[src/rtl/tone_pkg.sv]
// Shared types and constants for the tone decoder.
// Half-periods use the tone generator's notetime encoding.
package tone_pkg;

    localparam int NOTETIME_W = 15;

    // Silence code, shared with the note constants header.
    localparam logic [NOTETIME_W-1:0] NOTE_SILENT = '0;

    typedef enum logic [1:0] {
        SILENT  = 2'd0,
        ARMED   = 2'd1,
        ACQUIRE = 2'd2,
        LOCKED  = 2'd3
    } state_e;

    // True when |a - b| <= tol; 16-bit signed math cannot overflow.
    function automatic logic within_tol(
        input logic [NOTETIME_W-1:0] a,
        input logic [NOTETIME_W-1:0] b,
        input logic [NOTETIME_W-1:0] tol
    );
        logic signed [NOTETIME_W:0] diff;
        logic        [NOTETIME_W:0] mag;
        diff = $signed({1'b0, a}) - $signed({1'b0, b});
        mag  = diff[NOTETIME_W] ? $unsigned(-diff) : $unsigned(diff);
        return mag <= {1'b0, tol};
    endfunction

endpackage

[src/rtl/tone_edge_sync.sv]
// Two-flop synchronizer and any-transition detector.
// edge_det is registered, arriving 3 clocks after a din change.
module tone_edge_sync (
    input  logic clk12MHz,
    input  logic rst,
    input  logic din,
    output logic edge_det
);

    logic s1_q, s1_d;
    logic s2_q, s2_d;
    logic prev_q, prev_d;
    logic edge_q, edge_d;

    // Next values: shift the sample along and flag a change.
    always_comb begin
        s1_d   = din;
        s2_d   = s1_q;
        prev_d = s2_q;
        edge_d = s2_q ^ prev_q;
    end

    // Synchronizer, history and edge flops.
    always_ff @(posedge clk12MHz or posedge rst) begin
        if (rst) begin
            s1_q   <= 1'b0;
            s2_q   <= 1'b0;
            prev_q <= 1'b0;
            edge_q <= 1'b0;
        end else begin
            s1_q   <= s1_d;
            s2_q   <= s2_d;
            prev_q <= prev_d;
            edge_q <= edge_d;
        end
    end

    assign edge_det = edge_q;

endmodule

[src/rtl/tone_decoder.sv]
// Measures the half-period of a square wave in 12 MHz cycles
// and reports it in notetime encoding once it is stable.
module tone_decoder
    import tone_pkg::*;
#(
    parameter int                    TOL          = 4,
    parameter int                    STABLE_COUNT = 3,
    parameter logic [NOTETIME_W-1:0] TIMEOUT      = 15'h7FFF
) (
    input  logic                  clk12MHz,
    input  logic                  rst,
    input  logic                  tone_in,
    output logic [NOTETIME_W-1:0] notetime,
    output logic                  valid,
    output logic                  locked,
    output logic                  silent
);

    localparam logic [NOTETIME_W-1:0] TOL_V    = NOTETIME_W'(TOL);
    localparam logic [2:0]            STABLE_V = 3'(STABLE_COUNT);

    state_e                  state_q, state_d;
    logic [NOTETIME_W-1:0]   hcnt_q, hcnt_d;
    logic [NOTETIME_W-1:0]   cand_q, cand_d;
    logic [2:0]              match_q, match_d;
    logic [NOTETIME_W-1:0]   notetime_q, notetime_d;
    logic                    valid_q, valid_d;
    logic                    locked_q, locked_d;
    logic                    silent_q, silent_d;

    logic edge_det;
    logic timeout;
    logic near_cand;
    logic near_note;

    tone_edge_sync u_sync (
        .clk12MHz (clk12MHz),
        .rst      (rst),
        .din      (tone_in),
        .edge_det (edge_det)
    );

    // hcnt holds the measurement m when an edge arrives.
    assign timeout   = (hcnt_q == TIMEOUT);
    assign near_cand = within_tol(hcnt_q, cand_q, TOL_V);
    assign near_note = within_tol(hcnt_q, notetime_q, TOL_V);

    // Half-period counter: clear on edge, else count up to TIMEOUT.
    always_comb begin
        hcnt_d = hcnt_q;
        if (edge_det) begin
            hcnt_d = '0;
        end else if (!timeout) begin
            hcnt_d = hcnt_q + NOTETIME_W'(1);
        end
    end

    // Lock FSM: next state, candidate tracking and output values.
    always_comb begin
        state_d    = state_q;
        cand_d     = cand_q;
        match_d    = match_q;
        notetime_d = notetime_q;
        valid_d    = 1'b0;

        if (timeout && state_q != SILENT) begin
            // An edge on the timeout cycle measured nothing usable.
            state_d    = edge_det ? ARMED : SILENT;
            notetime_d = NOTE_SILENT;
            match_d    = '0;
        end else if (edge_det) begin
            unique case (state_q)
                SILENT: begin
                    state_d = ARMED;
                end
                ARMED: begin
                    cand_d  = hcnt_q;
                    match_d = 3'd1;
                    if (STABLE_V == 3'd1) begin
                        state_d    = LOCKED;
                        notetime_d = hcnt_q;
                        valid_d    = 1'b1;
                    end else begin
                        state_d = ACQUIRE;
                    end
                end
                ACQUIRE: begin
                    if (near_cand) begin
                        match_d = match_q + 3'd1;
                        if (match_q + 3'd1 == STABLE_V) begin
                            state_d    = LOCKED;
                            notetime_d = hcnt_q;
                            valid_d    = 1'b1;
                        end
                    end else begin
                        cand_d  = hcnt_q;
                        match_d = 3'd1;
                    end
                end
                LOCKED: begin
                    // No jitter tracking: the locked value stays put.
                    if (!near_note) begin
                        state_d = ACQUIRE;
                        cand_d  = hcnt_q;
                        match_d = 3'd1;
                    end
                end
                default: begin
                    state_d = SILENT;
                end
            endcase
        end

        locked_d = (state_d == LOCKED);
        silent_d = (state_d == SILENT);
    end

    // State, counter and registered outputs.
    always_ff @(posedge clk12MHz or posedge rst) begin
        if (rst) begin
            state_q    <= SILENT;
            hcnt_q     <= '0;
            cand_q     <= '0;
            match_q    <= '0;
            notetime_q <= NOTE_SILENT;
            valid_q    <= 1'b0;
            locked_q   <= 1'b0;
            silent_q   <= 1'b1;
        end else begin
            state_q    <= state_d;
            hcnt_q     <= hcnt_d;
            cand_q     <= cand_d;
            match_q    <= match_d;
            notetime_q <= notetime_d;
            valid_q    <= valid_d;
            locked_q   <= locked_d;
            silent_q   <= silent_d;
        end
    end

    assign notetime = notetime_q;
    assign valid    = valid_q;
    assign locked   = locked_q;
    assign silent   = silent_q;

endmodule

[config.mk]
export PLATFORM = sky130hd
export DESIGN_NAME = tone_decoder
export DESIGN_NICKNAME = d
export VERILOG_FILES = /design/src/rtl/tone_pkg.sv /design/src/rtl/tone_edge_sync.sv /design/src/rtl/tone_decoder.sv
export SDC_FILE = /design/constraint.sdc
export NUM_CORES = 1
export LEC_CHECK = 0
export ABC_AREA = 0
export BUFFER_PORTS_ARGS = -buffer_cell sky130_fd_sc_hd__buf_2
export CAP_MARGIN = 20
export CORE_MARGIN = 4
export CORE_UTILIZATION = 44
export CTS_CLUSTER_DIAMETER = 40
export DETAILED_ROUTE_END_ITERATION = 8
export GPL_ROUTABILITY_DRIVEN = 0
export PLACE_DENSITY = 0.62
export REMOVE_ABC_BUFFERS = 1
export SLEW_MARGIN = 10
export SYNTH_ARGS = -nofsm -noshare
export SYNTH_HDL_FRONTEND = slang
export SYNTH_SLANG_ARGS = --single-unit
[constraint.sdc]
create_clock -name clk12MHz -period 6.7 [get_ports clk12MHz]
set_input_delay 0.335 -clock clk12MHz [delete_from_list [all_inputs] [get_ports clk12MHz]]
set_output_delay 0.335 -clock clk12MHz [all_outputs]
set_load 0.01 [all_outputs]
Yosys cells after proc, flatten, opt, wreduce, memory -nomap -nowiden
Index checks and enable logic that the tools add are counted.
{"block": "word_totals", "ff_bits": 57, "out_inout_bits": 18, "elab_cells": 74}
{"block": "op_classes", "add_sub_neg": 6, "order_cmp": 2, "n_eq_ne": 10, "n_mux": 29, "n_bitwise": 2, "reduce_logical": 13}
{"operator": "$mux W15", "count": 9}
{"operator": "$pmux W15 S3", "count": 1}
{"operator": "$le A16 B3 Y1 const B", "count": 2}
{"operator": "$mux W16", "count": 2}
{"operator": "$neg A16 Y16", "count": 2}
{"operator": "$sub A15 B15 Y16", "count": 2}
{"operator": "$add A15 B1 Y15 const B", "count": 1}
{"operator": "$eq A15 B15 Y1 const B", "count": 1}
{"operator": "$mux W3", "count": 4}
{"operator": "$mux W2", "count": 5}
{"operator": "$reduce_bool A2 Y1", "count": 5}
{"operator": "$pmux W3 S3", "count": 1}
{"operator": "$pmux W2 S4", "count": 1}
{"operator": "$eq A2 B2 Y1 const B", "count": 3}
{"operator": "$mux W1", "count": 6}
{"operator": "$reduce_and A5 Y1", "count": 1}
{"operator": "$logic_not A2 Y1", "count": 2}
{"operator": "$ne A2 B2 Y1 const B", "count": 2}
{"operator": "$reduce_and A4 Y1", "count": 1}
{"operator": "$reduce_bool A4 Y1", "count": 1}
{"operator": "$add A3 B1 Y3 const B", "count": 1}
{"operator": "$eq A3 B2 Y1 const B", "count": 1}
{"operator": "$ne A3 B3 Y1 const B", "count": 1}
{"operator": "$reduce_and A3 Y1", "count": 1}
{"operator": "other kinds (6)", "count": 6}

Logic depth before layout (Yosys ltp)
{"block": "depth", "depth_word": 9, "depth_mapped": 17, "depth_no_buf": 14}

By module
A second synthesis with hierarchy kept.
{"block": "hier_totals", "cells_unflattened": 601, "area_unflattened_um2": 5149.9}
{"module": "tone_decoder", "instances": 1, "cells_per_inst": 595, "area_per_inst_um2": 5037.3, "seq_area_each_um2": 1327.5}
{"module": "tone_edge_sync", "instances": 1, "cells_per_inst": 6, "area_per_inst_um2": 112.6, "seq_area_each_um2": 100.1}

Worst setup path before layout
OpenSTA, ideal clock, no wires.
{"block": "synth_timing", "path_kind": "reg2reg", "start": "register hcnt_q[0]", "end": "register cand_q[2]", "setup_time_ps": 128, "arrival_ps": 3852, "required_ps": 6572, "setup_slack_ps": 2721, "path_stages_with_launch": 16, "path_buffers": 1, "period_less_slack_ps": 3979, "path_cell_list": "dfrtp_1 -> inv_1 -> ha_1 -> fa_1 -> nand2b_1 -> a211oi_1 -> o21bai_1 -> a311oi_1 -> nand4_1 -> or3_1 -> a21oi_1 -> a311oi_1 -> nor4bb_1 -> nor3_2 -> buf_2 -> mux2_1"}
{"block": "synth_between", "elab_chain_cells": 6, "elab_cells_between_ends": 14, "classes_between": "add/sub: 4; order compare: 2; eq/ne: 3; mux: 2; bitwise: 1; reduce/logical: 2"}
{"element": "start, declared", "line_no": "tone_decoder.sv:23", "text": "logic [NOTETIME_W-1:0] hcnt_q, hcnt_d;"}
{"element": "start signal, assigned", "line_no": "tone_decoder.sv:131", "text": "hcnt_q <= hcnt_d;"}
{"element": "$sub A15 B15 Y16", "line_no": "tone_pkg.sv:25", "text": "diff = $signed({1'b0, a}) - $signed({1'b0, b});"}
{"element": "$neg A16 Y16", "line_no": "tone_pkg.sv:26", "text": "mag = diff[NOTETIME_W] ? $unsigned(-diff) : $unsigned(diff);"}
{"element": "$mux W16", "line_no": "tone_pkg.sv:26"}
{"element": "$le A16 B3 Y1", "line_no": "tone_pkg.sv:27", "text": "return mag <= {1'b0, tol};"}
{"element": "$ne A2 B2 Y1 (no source line)"}
{"element": "$reduce_and A5 Y1 (no source line) *"}
{"element": "end signal, assigned", "line_no": "tone_decoder.sv:132", "text": "cand_q <= cand_d;"}
{"element": "end, declared", "line_no": "tone_decoder.sv:24", "text": "logic [NOTETIME_W-1:0] cand_q, cand_d;"}
Mark *: on every way between the ends. The rest lies on a longest branch, timed or not.
A chain may end at the register's enable or synchronous reset.

Worst setup path after layout
{"block": "layout_timing", "start": "register hcnt_q[6]", "end": "register notetime_q[12], in the netlist notetime[12]"}
{"block": "layout_between", "elab_chain_cells": 6, "elab_cells_between_ends": 12, "classes_between": "add/sub: 2; order compare: 1; eq/ne: 1; mux: 2; reduce/logical: 6"}
{"element": "$sub A15 B15 Y16", "line_no": "tone_pkg.sv:25"}
{"element": "$neg A16 Y16", "line_no": "tone_pkg.sv:26"}
{"element": "$mux W16", "line_no": "tone_pkg.sv:26"}
{"element": "$le A16 B3 Y1", "line_no": "tone_pkg.sv:27"}
{"element": "$reduce_bool A2 Y1 (no source line)"}
{"element": "$reduce_and A4 Y1 (no source line)"}
{"element": "end signal, assigned", "line_no": "tone_decoder.sv:134", "text": "notetime_q <= notetime_d;"}
{"element": "end, declared", "line_no": "tone_decoder.sv:26", "text": "logic [NOTETIME_W-1:0] notetime_q, notetime_d;"}
Parallel ways exist; a longest one is shown, timed or not.

==> summary.txt <==
FLOORPLAN
--------------------------------------------------------------------------------
Initial Util                                                              44.84%
X dimension of the die                                                  113.1 um
Core ar.                                                            0.01084 sq mm
Top-level port count                                                          21
Chip Height                                                             113.1 um
Core Rows                                                                     38
Die Footprint                                                       0.01279 sq mm

SETUP PATH
--------------------------------------------------------------------------------
Startpoint class of the critical path                                  flip-flop
Critical Path Sink Type                                                flip-flop
Largest stage delay, worst path                                          0.99 ns
Worst setup path endpoint                                           notetime[12]$_DFFE_PP0P_
Beginning of the critical path                                      hcnt_q[6]$_DFFE_PP0P_
CP Data Arrival Time                                                     4.80 ns
Endpoint of the most critical register-to-register path             notetime[12]$_DFFE_PP0P_
Slowest stage cell on the critical path                             sky130_fd_sc_hd__or4_1
Kind of critical path                                                    reg2reg
Chain of cells forming the critical path                            ha_1, a21oi_1, o21ai_1, nor2_1, a221o_1, and2_4, or4_1, a211oi_2, o2111ai_1, or4_1, mux2i_1, nor2_1
Register-to-register path setup slack                                    2.09 ns
Largest fanout of any net on the critical path                                16
Reg-to-reg startpoint                                               hcnt_q[6]$_DFFE_PP0P_
Worst R2R Path Depth                                                          12
Critical Path RT                                                         6.89 ns

GRT
--------------------------------------------------------------------------------
Number of antenna violations at the first check in global routing              0
Total congestion overflow after global routing                                 0
Global-route wire length before repair                                 19,120 um
Total routing usage reported by global routing                            18.15%
Pin count of the biggest net entering global routing                          58
Number of global-route vias before repair                                  3,927

ROUTE
--------------------------------------------------------------------------------
DR pass1 iterations                                                            5
1st-iter DRT viols                                                           315
Number of nets with antenna violations after routing                           0
Detail-routed net length per standard cell                              15.44 um
Vias                                                                       4,206
DRC viols                                                                      0
Total wire length after detailed routing                               11,330 um
Mean number of vias per cell                                               5.730

STA
--------------------------------------------------------------------------------
Final period utilization                                                  68.79%
Measured slew at the worst slew-check pin                               1.007 ns
Final max-slew violation count                                                 0
Worst-case hold slack                                                  0.1040 ns
Post-Route Setup TNS                                                        0 ns
Final hold violation count                                                     0
RSZ-0062 raised after global routing                                       false
Final setup violation count                                                    0
Max Fclk                                                               217.0 MHz
Worst-case clock skew                                                 0.01467 ns
Worst slew margin relative to its limit                                   32.84%
Minimum period implied by the final worst setup slack                   4.609 ns

PWR
--------------------------------------------------------------------------------
Worst supply voltage drop on vdd                                       0.1365 mV
Static leakage power                                                 0.002664 uW
Share of total power consumed by net switching                            40.65%
Net switching power of the design                                       568.4 uW
Power density over cell area                                        265.5 mW/mm^2
Clock network fraction of total power                                      22.5%
Post-layout total power                                                  1398 uW
Combinational share of power                                               50.4%
Internal                                                                829.7 uW
Relative contribution of sequential cells to total power                   27.2%

CLOCK NETWORK
--------------------------------------------------------------------------------
Post-CTS sizing                                                                0
CTS root buffer                                                     sky130_fd_sc_hd__clkbuf_8
Clock tree buffer depth                                                        2
Hold Buf Count CTS                                                             0
Buffers inserted by post-CTS timing repair                                     0
Clock network latency to the later pin of the worst-skew pair            0.34 ns
CTS buffer count                                                               9
Clock tree from TritonCTS                                                    yes
Htree depth                                                                    3
Clk slew on worst S/H paths                                              0.07 ns
TritonCTS Sinks                                                               57

SYNTHESIS
--------------------------------------------------------------------------------
Top post-synthesis cells by count                                   sky130_fd_sc_hd__nor2_1, sky130_fd_sc_hd__dfrtp_1, sky130_fd_sc_hd__nand2_1
Primary flip-flop cell chosen by synthesis mapping                  sky130_fd_sc_hd__dfrtp_1
Count of unique library cells instantiated by Yosys                           74
Most frequent cell after synthesis                                  sky130_fd_sc_hd__nor2_1
Leading area contributor after synthesis                            sky130_fd_sc_hd__dfrtp_1
Yosys warnings                                                                 0
Ranking of synthesized cells by area                                sky130_fd_sc_hd__dfrtp_1, sky130_fd_sc_hd__ha_1, sky130_fd_sc_hd__nor2_1
Syn avg cell area                                                    8.513 sq um
Post-synth EDFFs                                                               0
Synthesized area                                                    0.004861 sq mm
Share of the yosys chip area belonging to registers                       29.37%
Synthesized flop and latch total                                              57
Fraction of registers with async set or reset after synthesis             100.0%
Post-synth top area share                                                 28.83%
Count of mapped cells out of synthesis                                       571

HOLD PATH
--------------------------------------------------------------------------------
Hold WC Path Type                                                         in2reg
Hold Startpoint                                                          tone_in

PLACEMENT
--------------------------------------------------------------------------------
HPWL after detailed placement                                            8628 um
Input/output buffers                                                          20

CELLS AND AREA
--------------------------------------------------------------------------------
Layout filler cell count                                                   1,058
Combined area of the multi-input logic cells                        0.003202 sq mm
Fraction of layout cells with a size suffix above 1                       10.44%
Area grow syn2layout                                                      8.314%
Number of diodes added for antenna fixing                                      0
Layout net count                                                             627
Area taken by flip-flops and latches                                0.001428 sq mm

RUN
--------------------------------------------------------------------------------
# Max-Cap Violations                                                           0

OUTCOME
--------------------------------------------------------------------------------
Result of the run                                                   finished clean

-- layout make-up --
cell class              instances  share of cell area (%)
repair buffers                 23                   2.400
clock inverters                 5                   1.069
clock buffers                  11                   2.495
multi-input cells             459                   60.81
well taps                     140                   3.327
inverters                      39                   2.780
flip-flops and latches         57                   27.12
-- power groups by stage --
stage | Clock (uW) | Combinational (uW) | Sequential, uW
after global placement | 0 | 683 | 384
after CTS | 323 | 701 | 379
after floorplan | 0 | 570 | 379
final | 314 | 704 | 380
after detailed placement | 0 | 696 | 385
after global routing | 338 | 782 | 382
-- registers in the layout, summed over array words and instances (netlist names), 2 cells and up --
signal / cells
hcnt_q: 15
notetime: 15
cand_q: 15
match_q: 3
state_q: 2
-- worst min-delay path by stage --
stage / slack [ns] / depth (start not counted) / end
floorplan: 0.33 / 0 / u_sync.prev_d$_DFF_PP0_
global placement: 0.35 / 0 / u_sync.prev_d$_DFF_PP0_
detailed placement: 0.35 / 0 / u_sync.prev_d$_DFF_PP0_
CTS: 0.09 / 1 / u_sync.s1_q$_DFF_PP0_
global route: 0.08 / 1 / u_sync.s1_q$_DFF_PP0_
finish: 0.10 / 1 / u_sync.s1_q$_DFF_PP0_
-- stage by stage --
stage          cells  area (sq um)  worst slack (ns)  util, %
6_report         734          5265             2.091    48.57
3_3_place_gp     717          5066             2.035    46.73
2_1_floorplan    555          4776             2.555        -
5_1_grt          734          5265             1.730    48.57
3_5_place_dp     718          5077             2.060    46.84
4_1_cts          734          5265             2.063    48.57
-- per-layer routing --
metal | global-route usage [%] | vias to the layer above | routed length [um]
li1 | - | 2114 | -
met1 | 25.98 | 1990 | 5639
met2 | 28.36 | 93 | 5105
met3 | 3.690 | 9 | 498
met4 | 4.167 | 0 | 87
met5 | 0 | - | 0
-- cells in the final DEF (no fill, tap or decap), types with 8 or more instances in the layout --
master,instances
sky130_fd_sc_hd__a211oi_1,8
sky130_fd_sc_hd__a21o_1,17
sky130_fd_sc_hd__a21oi_1,37
sky130_fd_sc_hd__and3_1,9
sky130_fd_sc_hd__buf_2,20
sky130_fd_sc_hd__clkbuf_8,9
sky130_fd_sc_hd__dfrtp_1,56
sky130_fd_sc_hd__ha_1,33
sky130_fd_sc_hd__inv_1,38
sky130_fd_sc_hd__mux2_1,9
sky130_fd_sc_hd__mux2i_1,23
sky130_fd_sc_hd__nand2_1,45
sky130_fd_sc_hd__nand2b_1,12
sky130_fd_sc_hd__nand3_1,24
sky130_fd_sc_hd__nand4_1,12
sky130_fd_sc_hd__nor2_1,63
sky130_fd_sc_hd__nor3_1,13
sky130_fd_sc_hd__o21ai_0,15
sky130_fd_sc_hd__xnor2_1,9
sky130_fd_sc_hd__xor2_1,18
-- cells by family (layout without fill, tap and decap cells) --
logic type / Yosys count / count (layout) / share of synthesized area [%]
simple gates: 221 / 221 / 23.09
flops: 57 / 57 / 29.37
mux: 38 / 38 / 8.211
buf+inv: 55 / 78 / 4.762
compound gates: 138 / 138 / 20.39
fa+ha+maj: 35 / 35 / 9.318
xor+xnor: 27 / 27 / 4.865
-- critical path: cells and delay by family, from the launching register on --
kind                     cells  cell delay [ns]
flip-flops                   1             0.52
AO/OA/AOI/OAI                5             1.30
adder cells (fa/ha/maj)      1             0.51
multiplexers                 1             0.31
AND/OR/NAND/NOR              5             1.81
Note: power is estimated with default switching activity, not from simulation.
